<file path="src/rtl/dice_roll_ctrl.sv">
// Roll sequencer and craps game controller for the dual-dice sum counter.
// Optional macro DICE_SCORE_EN adds saturating wins/losses score outputs.
module dice_roll_ctrl #(
  parameter int MIN_ROLL_CYCLES = 16,
  parameter int HOLD_W          = 8
) (
  input  logic       clk,
  input  logic       reset,
  input  logic       roll,
  input  logic [3:0] sum,
  output logic       cnt_enable,
  output logic       busy,
  output logic [3:0] last_sum,
  output logic [3:0] point,
  output logic       point_valid,
  output logic       win,
`ifdef DICE_SCORE_EN
  output logic       lose,
  output logic [7:0] wins,
  output logic [7:0] losses
`else
  output logic       lose
`endif
);

  localparam logic [HOLD_W-1:0] HOLD_MIN = HOLD_W'(MIN_ROLL_CYCLES);
  localparam logic [HOLD_W-1:0] HOLD_MAX = '1;

  typedef enum logic [2:0] {IDLE, ROLL, SETTLE, POINT, WIN, LOSE} state_t;

  state_t            state_reg;
  logic              roll_q;
  logic              armed_reg;
  logic [HOLD_W-1:0] hold_cnt;

  logic rise;
  logic sum_legal;
  logic sum_natural;
  logic sum_craps;
  logic settle_win;
  logic settle_lose;

  // armed_reg keeps a button still held through reset from starting a roll
  assign rise = roll & ~roll_q & armed_reg;

  assign cnt_enable = (state_reg == ROLL);
  assign busy       = (state_reg == ROLL) || (state_reg == SETTLE);

  always_comb begin
    sum_legal   = (sum >= 4'd2) && (sum <= 4'd12);
    sum_natural = (sum == 4'd7) || (sum == 4'd11);
    sum_craps   = (sum == 4'd2) || (sum == 4'd3) || (sum == 4'd12);
    settle_win  = 1'b0;
    settle_lose = 1'b0;
    if (state_reg == SETTLE && sum_legal) begin
      if (point_valid) begin
        settle_win  = (sum == point);
        settle_lose = (sum == 4'd7);
      end else begin
        settle_win  = sum_natural;
        settle_lose = sum_craps;
      end
    end
  end

  always_ff @(posedge clk) begin
    if (reset) begin
      state_reg   <= IDLE;
      roll_q      <= 1'b0;
      armed_reg   <= 1'b0;
      hold_cnt    <= '0;
      last_sum    <= 4'd0;
      point       <= 4'd0;
      point_valid <= 1'b0;
      win         <= 1'b0;
      lose        <= 1'b0;
    end else begin
      roll_q <= roll;
      if (!roll) begin
        armed_reg <= 1'b1;
      end
      case (state_reg)
        IDLE, POINT: begin
          if (rise) begin
            state_reg <= ROLL;
            hold_cnt  <= HOLD_W'(1);
          end
        end
        WIN, LOSE: begin
          if (rise) begin
            state_reg   <= ROLL;
            hold_cnt    <= HOLD_W'(1);
            win         <= 1'b0;
            lose        <= 1'b0;
            point       <= 4'd0;
            point_valid <= 1'b0;
          end
        end
        ROLL: begin
          if (hold_cnt != HOLD_MAX) begin
            hold_cnt <= hold_cnt + HOLD_W'(1);
          end
          if (!roll && hold_cnt >= HOLD_MIN) begin
            state_reg <= SETTLE;
          end
        end
        SETTLE: begin
          last_sum <= sum;
          if (settle_win) begin
            state_reg <= WIN;
            win       <= 1'b1;
          end else if (settle_lose) begin
            state_reg <= LOSE;
            lose      <= 1'b1;
          end else if (sum_legal && !point_valid) begin
            state_reg   <= POINT;
            point       <= sum;
            point_valid <= 1'b1;
          end else begin
            state_reg <= point_valid ? POINT : IDLE;
          end
        end
        default: state_reg <= IDLE;
      endcase
    end
  end

`ifdef DICE_SCORE_EN
  always_ff @(posedge clk) begin
    if (reset) begin
      wins   <= 8'd0;
      losses <= 8'd0;
    end else begin
      if (settle_win && wins != 8'hFF) begin
        wins <= wins + 8'd1;
      end
      if (settle_lose && losses != 8'hFF) begin
        losses <= losses + 8'd1;
      end
    end
  end
`endif

endmodule

</file>
<file path="config.mk">
export PLATFORM = sky130hd
export DESIGN_NAME = dice_roll_ctrl
export DESIGN_NICKNAME = d
export VERILOG_FILES = /design/src/rtl/dice_roll_ctrl.sv
export SDC_FILE = /design/constraint.sdc
export NUM_CORES = 1
export LEC_CHECK = 0
export CAP_MARGIN = 15
export CELL_PAD_IN_SITES_DETAIL_PLACEMENT = 1
export CELL_PAD_IN_SITES_GLOBAL_PLACEMENT = 2
export CORE_MARGIN = 4
export CORE_UTILIZATION = 28
export CTS_CLUSTER_DIAMETER = 40
export DETAILED_ROUTE_END_ITERATION = 7
export GPL_ROUTABILITY_DRIVEN = 1
export PLACE_DENSITY_LB_ADDON = 0.15
export SKIP_CTS_REPAIR_TIMING = 1
export SLEW_MARGIN = 30
export SYNTH_ARGS = -nofsm -noshare
export SYNTH_HDL_FRONTEND = slang
export SYNTH_SLANG_ARGS = --single-unit
</file>
<file path="constraint.sdc">
create_clock -name clk -period 1.9 [get_ports clk]
set_input_delay 0.19 -clock clk [delete_from_list [all_inputs] [get_ports clk]]
set_output_delay 0.19 -clock clk [all_outputs]
set_load 0.02 [all_outputs]
</file>
==> out/metrics.csv, run 1 <==
metric;value;unit
status;completed;
Crit path required time;2.07;ns
most frequent cell after synthesis;dfxtp_1;
peak fanout along the critical path;3;
Overflow after GRT;0;
Initial Utilization;0.295;
CTS tree;done;
area post-placement;1710;µm²
post-synth top area share;0.370;
Setup violations, final;0;
Remaining DRCs;0;
mapped cell area;1300;µm²
global placer's final weighted congestion;0.825;
Syn Area/Cell;8.44;µm²
Max Root-Sink Buffers;2;
mux contribution to synthesized area;0.0423;
Post-Synth Adder-Cell Area;0.0192;
CTS H-Tree Depth;1;
Worst setup SP type;primary input;
Max Clk Rate;551;MHz
largest net degree at the start of global routing;15;
I/O pin count;20;
setup TNS;0;ns
post-synth top area cell;dfxtp_1;
WL/cell;15.1;µm
Yosys warning count;0;
remaining antenna violation count after routing;0;
top post-synthesis cells by count;dfxtp_1, nand2_1, a21oi_1;
Hold Violations, Final;0;
main combinational cell family by area after synthesis;simple AND/OR/NAND/NOR gates;
Synth Instances;154;
Mapped Nets;163;
Core ar.;4410;µm²
cell area after layout;1890;µm²
Synth Area in Simple Gates;0.269;
DIE AREA;5800;µm²
number of max-cap violations;0;
vias;1272;
power per standard cell area;592;nW/µm²
share of layout cells above drive strength 1;0.253;
Slew headroom;0.680;
Worst-path clk slew;0.10;ns
FILL cells;529;
Worst Tran Pin Value;0.475;ns
clk root buf;clkbuf_8;
Die W;76.1;µm
initial antenna violation count;0;
Synth Area in Compound Gates;0.196;
CP endpoint kind;register;
Hold WC Path Type;in2reg;
Final nets;208;
maximum vdd ir drop;0.240;mV
Vias/cell;5.09;
cell leakage power;0.794;nW
post-synthesis sequential area ratio;0.370;
Ant. Diodes;0;
initial DRC count;54;
Largest Register;hold_cnt;
fin crit share;0.955;
DR pass1 iterations;4;
Crit path arrival time;1.98;ns
Die Span Y;76.1;µm
biggest regs;hold_cnt (8), last_sum (4), point (4);
vias in the first global route;1389;
num rows;24;
clk sinks;24;
GRT Total Usage;0.132;
Async SR Flop Fraction;0;
count of pins over their slew limit;0;
EDFF count, synth;0;
Port Buf Inserts;19;
top_reg_cell synth;dfxtp_1;
Syn-to-layout area delta;45.3;%
Setup CP Type;in2reg;
max reg flops;8;
RSZ-0062 raised after global routing;true;
WL final;3.79;mm
cts bufs inserted;3;
Netlist cell types;47;
Area contributors post-synth;dfxtp_1, a21oi_1, nand2_1, buf_6, nand2b_1;
clk_lat worst skew;0.27;ns
Tmin final;1.81;ns
XOR/XNOR share of the synthesized area;0.0404;
global-route wire length before repair;6.45;mm
Setup Skew;0.00442;ns
Seq cells post-synth;24;
DP HPWL;2.94;mm
[worst max-delay path, cell delays in order]
cell             delay [ns]
clkdlybuf4s50_1        0.47
buf_4                  0.18
nand2_1                0.14
nor4_4                 0.07
a41o_2                 0.25
or3_4                  0.38
mux2_4                 0.30
[final timing paths]
kind	start	end	slack, ns	depth (start not counted)
worst max register to register	state_reg[2]	hold_cnt[5]	0.09	7
worst min-delay path	sum[1]	point[1]	0.32	3
worst min register to register	last_sum[3]	last_sum[3]	0.47	2
worst max-delay path	sum[0]	point_valid	0.09	7
[cell families after synthesis]
logic type / after synthesis
DFF: 24
xor gates and xnor gates: 6
muxes: 5
and+or+nand+nor: 64
buffers and inverters: 13
adders and majority gates: 2
AOI/OAI and AO/OA: 40
[per-layer routing]
metal	vias to the layer above	share of wire	global-route usage
met5	-	0	0
met4	0	0.013	0.0420
met3	4	0.020	0.0165
met2	13	0.55	0.250
li1	638	-	-
met1	617	0.41	0.151
[stage by stage]
step | std cells | total power, mW | hold slack, ns | setup slack, ns | utilization
2_1_floorplan | 154 | 0.585 | 0.286 | -0.00569 | -
5_1_grt | 250 | 1.17 | 0.332 | -0.0476 | 0.428
6_report | 250 | 1.12 | 0.319 | 0.0863 | 0.428
3_5_place_dp | 244 | 0.652 | 0.458 | -0.364 | 0.388
4_1_cts | 248 | 1.12 | 0.473 | -0.202 | 0.404
3_3_place_gp | 244 | 0.647 | 0.443 | -0.268 | 0.388
[power by group]
group	switching [mW]	internal (mW)	leakage, nW
sequential	0.00373	0.509	0.194
combinational	0.0745	0.0697	0.564
clock	0.180	0.282	0.0357
total	0.259	0.860	0.794
[placed cells by master, fill, tap and decap left out, types with 2 or more instances in the layout]
cell type,n
inv_1,5
nand3_1,6
clkbuf_8,3
a21oi_1,14
xor2_1,3
xnor2_2,2
ha_1,2
nand2_1,17
o31ai_1,2
nor2_1,5
nor2b_1,2
and3_1,2
nor3_1,4
or4_1,2
or3_1,4
o21ai_0,8
buf_4,27
nand2b_1,7
dlymetal6s2s_1,5
dfxtp_1,24
mux2i_1,4
clkdlybuf4s50_1,14
[final cells by class]
type                            instances  area (µm²)  area share
Multi-Input combinational cell        117         832       0.440
Sequential cell                        24         480       0.254
Timing Repair Buffer                   48         422       0.223
Tap cell                               52        65.1      0.0344
Clock buffer                            3        41.3      0.0219
Clock inverter                          1        30.0      0.0159
Inverter                                5        18.8     0.00993
Power figures use the tool's default switching activity.
==> run 2: changes to the inputs <==
--- a/config.mk
+++ b/config.mk
@@ -13,6 +13,7 @@
 export CTS_CLUSTER_DIAMETER = 40
 export DETAILED_ROUTE_END_ITERATION = 7
 export GPL_ROUTABILITY_DRIVEN = 1
+export MAX_ROUTING_LAYER = met4
 export PLACE_DENSITY_LB_ADDON = 0.15
 export SKIP_CTS_REPAIR_TIMING = 1
 export SLEW_MARGIN = 30
==> run 2 against run 1 <==
  * Worst hold slack about the same
  * Cell area unchanged
  * Flip-flop and latch count unchanged
  * Global-route usage up 0.37 points
  * Critical endpoint unchanged
==> out/metrics.csv, run 2 (synthesis gave the netlist of run 1 again) <==
metric;value;unit
status;completed;
CP endpoint kind;register;
Initial Utilization;0.295;
DR pass1 iterations;4;
Hold Violations, Final;0;
number of max-cap violations;0;
Crit path required time;2.07;ns
biggest regs;hold_cnt (8), last_sum (4), point (4);
cell leakage power;0.794;nW
most used cells in the layout excluding fill and tap cells;buf_4, dfxtp_1, nand2_1;
Setup violations, final;0;
GRT Total Usage;0.136;
Setup CP Type;in2reg;
clk root buf;clkbuf_8;
vias in the first global route;1389;
Worst setup SP type;primary input;
Max Root-Sink Buffers;2;
DP HPWL;2.94;mm
cell area after layout;1890;µm²
Overflow after GRT;0;
global placer's final weighted congestion;0.837;
clk_lat worst skew;0.27;ns
Slew headroom;0.680;
area post-placement;1710;µm²
initial DRC count;49;
Die Span Y;76.1;µm
Worst Tran Pin Value;0.475;ns
count of pins over their slew limit;0;
global-route wire length before repair;6.45;mm
share of layout cells above drive strength 1;0.253;
initial antenna violation count;0;
peak fanout along the critical path;3;
Syn-to-layout area delta;45.3;%
remaining antenna violation count after routing;0;
WL final;3.78;mm
final core occ;0.428;
Crit path arrival time;1.98;ns
Hold WC Path Type;in2reg;
Final nets;208;
WL/cell;15.1;µm
DIE AREA;5800;µm²
Ant. Diodes;0;
power per standard cell area;592;nW/µm²
CTS H-Tree Depth;1;
Max Clk Rate;551;MHz
Largest Register;hold_cnt;
clk sinks;24;
vias;1272;
max reg flops;8;
Port Buf Inserts;19;
final worst setup slack;0.0863;ns
Tmin final;1.81;ns
Die W;76.1;µm
Worst-path clk slew;0.10;ns
cts bufs inserted;3;
total power;1.12;mW
commonest non-fill, non-tap cell in the layout;buf_4;
maximum vdd ir drop;0.240;mV
Remaining DRCs;0;
worst slack, placed;-0.364;ns
Core ar.;4410;µm²
Vias/cell;5.09;
largest net degree at the start of global routing;15;
I/O pin count;20;
Setup Skew;0.00462;ns
CTS tree;done;
RSZ-0062 raised after global routing;true;
num rows;24;
fin crit share;0.955;
## run 2: cell counts in the layout (fill, tap and decap cells not counted)
Identical to the previous run, type by type.
## run 2: worst max-delay path, stage by stage
cell	delay, ns
clkdlybuf4s50_1	0.47
buf_4	0.18
nand2_1	0.14
nor4_4	0.07
a41o_2	0.25
or3_4	0.38
mux2_4	0.30
## run 2: cell type report
cell class                 count  area, µm²
clock buffer                   3       41.3
clock inverter                 1       30.0
fill                         529       2520
inverter                       5       18.8
multi-input combinational    117        832
sequential                    24        480
tap                           52       65.1
timing repair buffer          48        422
## run 2: path summary, 6_finish.rpt
check | depth (start not counted) | startpoint | end | slack (ns)
max | 7 | sum[0] | point_valid | 0.09
min | 3 | sum[1] | point[1] | 0.32
max reg2reg | 7 | state_reg[2] | hold_cnt[5] | 0.09
min reg2reg | 2 | last_sum[3] | last_sum[3] | 0.47
## run 2: power breakdown
part	total, mW	internal (mW)	switching [mW]	leakage (nW)
clock network	0.462	0.282	0.180	0.0357
registers	0.513	0.509	0.00372	0.194
logic	0.144	0.0697	0.0746	0.564
total	1.12	0.860	0.259	0.794
## run 2: per-stage QoR
stage / TNS (ns) / hold slack [ns] / std cells
2_1_floorplan: -0.00569 / 0.286 / 154
3_3_place_gp: -1.42 / 0.443 / 244
3_5_place_dp: -2.13 / 0.458 / 244
4_1_cts: -0.706 / 0.473 / 248
5_1_grt: -0.0570 / 0.332 / 250
6_report: 0 / 0.319 / 250
## run 2: layer usage
| metal | up-vias | share of wire | GRT usage |
|---|---|---|---|
| met5 | - | 0 | - |
| met4 | 0 | 0.014 | 0.0420 |
| met3 | 4 | 0.022 | 0.0165 |
| met2 | 13 | 0.55 | 0.250 |
| met1 | 617 | 0.41 | 0.151 |
| li1 | 638 | - | - |
==> run 3: changes to the inputs <==
--- a/config.mk
+++ b/config.mk
@@ -5,11 +5,12 @@
 export SDC_FILE = /design/constraint.sdc
 export NUM_CORES = 1
 export LEC_CHECK = 0
+export ABC_AREA = 1
 export CAP_MARGIN = 15
 export CELL_PAD_IN_SITES_DETAIL_PLACEMENT = 1
 export CELL_PAD_IN_SITES_GLOBAL_PLACEMENT = 2
 export CORE_MARGIN = 4
-export CORE_UTILIZATION = 28
+export CORE_UTILIZATION = 30
 export CTS_CLUSTER_DIAMETER = 40
 export DETAILED_ROUTE_END_ITERATION = 7
 export GPL_ROUTABILITY_DRIVEN = 1
@@ -20,3 +21,4 @@
 export SYNTH_ARGS = -nofsm -noshare
 export SYNTH_HDL_FRONTEND = slang
 export SYNTH_SLANG_ARGS = --single-unit
+export TNS_END_PERCENT = 100
==> constraint.sdc (replaced) <==
create_clock -name clk -period 2.2 [get_ports clk]
set_input_delay 0.22 -clock clk [delete_from_list [all_inputs] [get_ports clk]]
set_output_delay 0.22 -clock clk [all_outputs]
set_load 0.02 [all_outputs]
==> run 3 against run 2 <==
  * Die area down 5.3%
  * Critical path depth down 3
  * Sequential power up 3%
==> out/metrics.csv, run 3 <==
metric;value;unit
peak fanout along the critical path;9;
EDFF count, synth;0;
Synth Instances;206;
crit-path max cell delay;0.63;ns
DP HPWL;2.93;mm
final core occ;0.396;
Yosys warning count;0;
Die Span Y;74.1;µm
DIE AREA;5490;µm²
DR pass1 iterations;4;
worst flop-to-flop path startpoint;hold_cnt[0];
Crit path arrival time;1.78;ns
post-synth top area cell;dfxtp_1;
maximum vdd ir drop;0.276;mV
top_reg_cell synth;dfxtp_1;
crit-path cells;inv_1 > nand3_2 > inv_2 > clkdlybuf4s50_1;
GRT Total Usage;0.150;
clk_lat worst skew;0.26;ns
most used cells in the layout excluding fill and tap cells;nand2_1, nor2_1, inv_1;
Ant. Diodes;0;
r2r worst-path depth;9;
post-synthesis sequential area ratio;0.366;
Clk pwr share;0.236;
vias;1343;
Syn Area/Cell;6.37;µm²
top post-synthesis cells by count;nand2_1, nor2_1, inv_1;
Final nets;240;
Max Clk Rate;500;MHz
hold depth;2;
Core ar.;4120;µm²
cell leakage power;0.688;nW
Worst Tran Pin Value;0.374;ns
Slew headroom;0.748;
Power Internal;0.808;mW
post-synth top area share;0.366;
RSZ-0062 raised after global routing;false;
switching portion of total power;0.364;
FILL cells;565;
power per standard cell area;780;nW/µm²
Vias/cell;4.80;
Port Buf Inserts;19;
num rows;23;
Area contributors post-synth;dfxtp_1, nand2_1, nor2_1, inv_1, a21oi_1;
I/O pin count;20;
Netlist cell types;21;
Register-to-Register Setup Slack;0.45;ns
Tmin final;2.00;ns
mapped cell area;1310;µm²
Worst setup SP type;register;
global-route wire length before repair;6.36;mm
status;completed;
CTS H-Tree Depth;1;
Worst-path clk slew;0.09;ns
vias in the first global route;1365;
clk sinks;24;
Mapped Nets;215;
commonest non-fill, non-tap cell in the layout;nand2_1;
P_sw;0.463;mW
r2r endpoint;hold_cnt[1];
Syn-to-layout area delta;24.3;%
Setup CP Type;reg2out;
max reg flops;8;
Die W;74.1;µm
WL/cell;12.8;µm
Async SR Flop Fraction;0;
Largest Register;hold_cnt;
sequential power share;0.415;
Setup Skew;0.00376;ns
Overflow after GRT;0;
initial antenna violation count;0;
CP endpoint kind;output pin;
largest net degree at the start of global routing;14;
placed cells;276;
remaining antenna violation count after routing;0;
slowest library cell on the worst path;clkdlybuf4s50_1;
Seq cells post-synth;24;
WL final;3.60;mm
combinational power share;0.349;
clk root buf;clkbuf_8;
final cell count without fillers;280;
Setup violations, final;0;
WHS Endpoint;last_sum[0];
fin crit share;0.909;
Remaining DRCs;0;
Crit path required time;1.98;ns
Initial Utilization;0.319;
Hold Violations, Final;0;
Hold Crit Start;last_sum[0];
share of layout cells above drive strength 1;0.0696;
setup TNS;0;ns
CTS tree;done;
Max Root-Sink Buffers;2;
number of max-cap violations;0;
biggest regs;hold_cnt (8), last_sum (4), point (4);
count of pins over their slew limit;0;
cts bufs inserted;3;
most frequent cell after synthesis;nand2_1;
initial DRC count;21;
Hold WC Path Type;reg2reg;
global placer's final weighted congestion;0.777;
==> run 3: changes by cell type after synthesis, moves of 3 or more <==
cell,previous run,this run
nand4_1,1,5
nand2_1,17,70
nor2_1,5,29
or3_1,5,0
mux2i_1,4,0
nor3_1,5,2
nor4_1,3,0
inv_1,5,27
buf_6,4,0
nand2b_1,7,0
inv_2,0,3
==> run 3: cells by family after synthesis <==
group | Yosys count | share of synthesized area
compound gates | 28 | 0.121
fa+ha+maj | 2 | 0.0191
flops | 24 | 0.366
simple gates | 119 | 0.391
xor+xnor | 2 | 0.0134
buf+inv | 31 | 0.0887
==> run 3: power by group through the flow <==
stage               clock [mW]  combinational [mW]  sequential, mW
floorplan                    0               0.259           0.557
global placement             0               0.443           0.534
detailed placement           0               0.453           0.538
CTS                      0.315               0.454           0.528
global route             0.337               0.506           0.535
finish                   0.300               0.444           0.528
==> run 3: how the worst max path moves through the flow <==
stage,start,end,slack [ns]
after CTS,state_reg[2],cnt_enable,0.18
after global placement,sum[2],point[1],0.30
after floorplan,hold_cnt[0],hold_cnt[1],0.74
final,state_reg[2],cnt_enable,0.20
after detailed placement,sum[2],point[0],0.23
after global routing,state_reg[2],cnt_enable,0.09
==> run 3: worst max-delay path, delay by kind of cell (launching register included) <==
kind          cells  cell delay (ns)
buf+inv           3             0.93
flops             1             0.38
simple gates      1             0.20
==> run 3: per-layer routing <==
metal	GRT usage	routed length [µm]	share of wire
met5	-	0	0
met4	0.0302	22	0.0061
met3	0.0243	87	0.024
met2	0.257	1830	0.51
met1	0.187	1660	0.46
==> run 3: stage by stage <==
stage	hold slack [ns]	cell area [µm²]	power (mW)	worst slack, ns
after floorplan	0.289	1310	0.815	0.744
after global placement	0.453	1580	0.978	0.295
after detailed placement	0.467	1580	0.991	0.231
after CTS	0.481	1630	1.30	0.177
after global routing	0.500	1630	1.38	0.0890
final	0.479	1630	1.27	0.201
==> run 3: cell type report <==
class,count,area [µm²],area share
Timing Repair Buffer,21,205,0.126
Tap cell,50,62.6,0.0384
Clock buffer,4,55.1,0.0338
Sequential cell,24,480,0.295
Inverter,30,113,0.0691
Multi-Input combinational cell,151,714,0.438
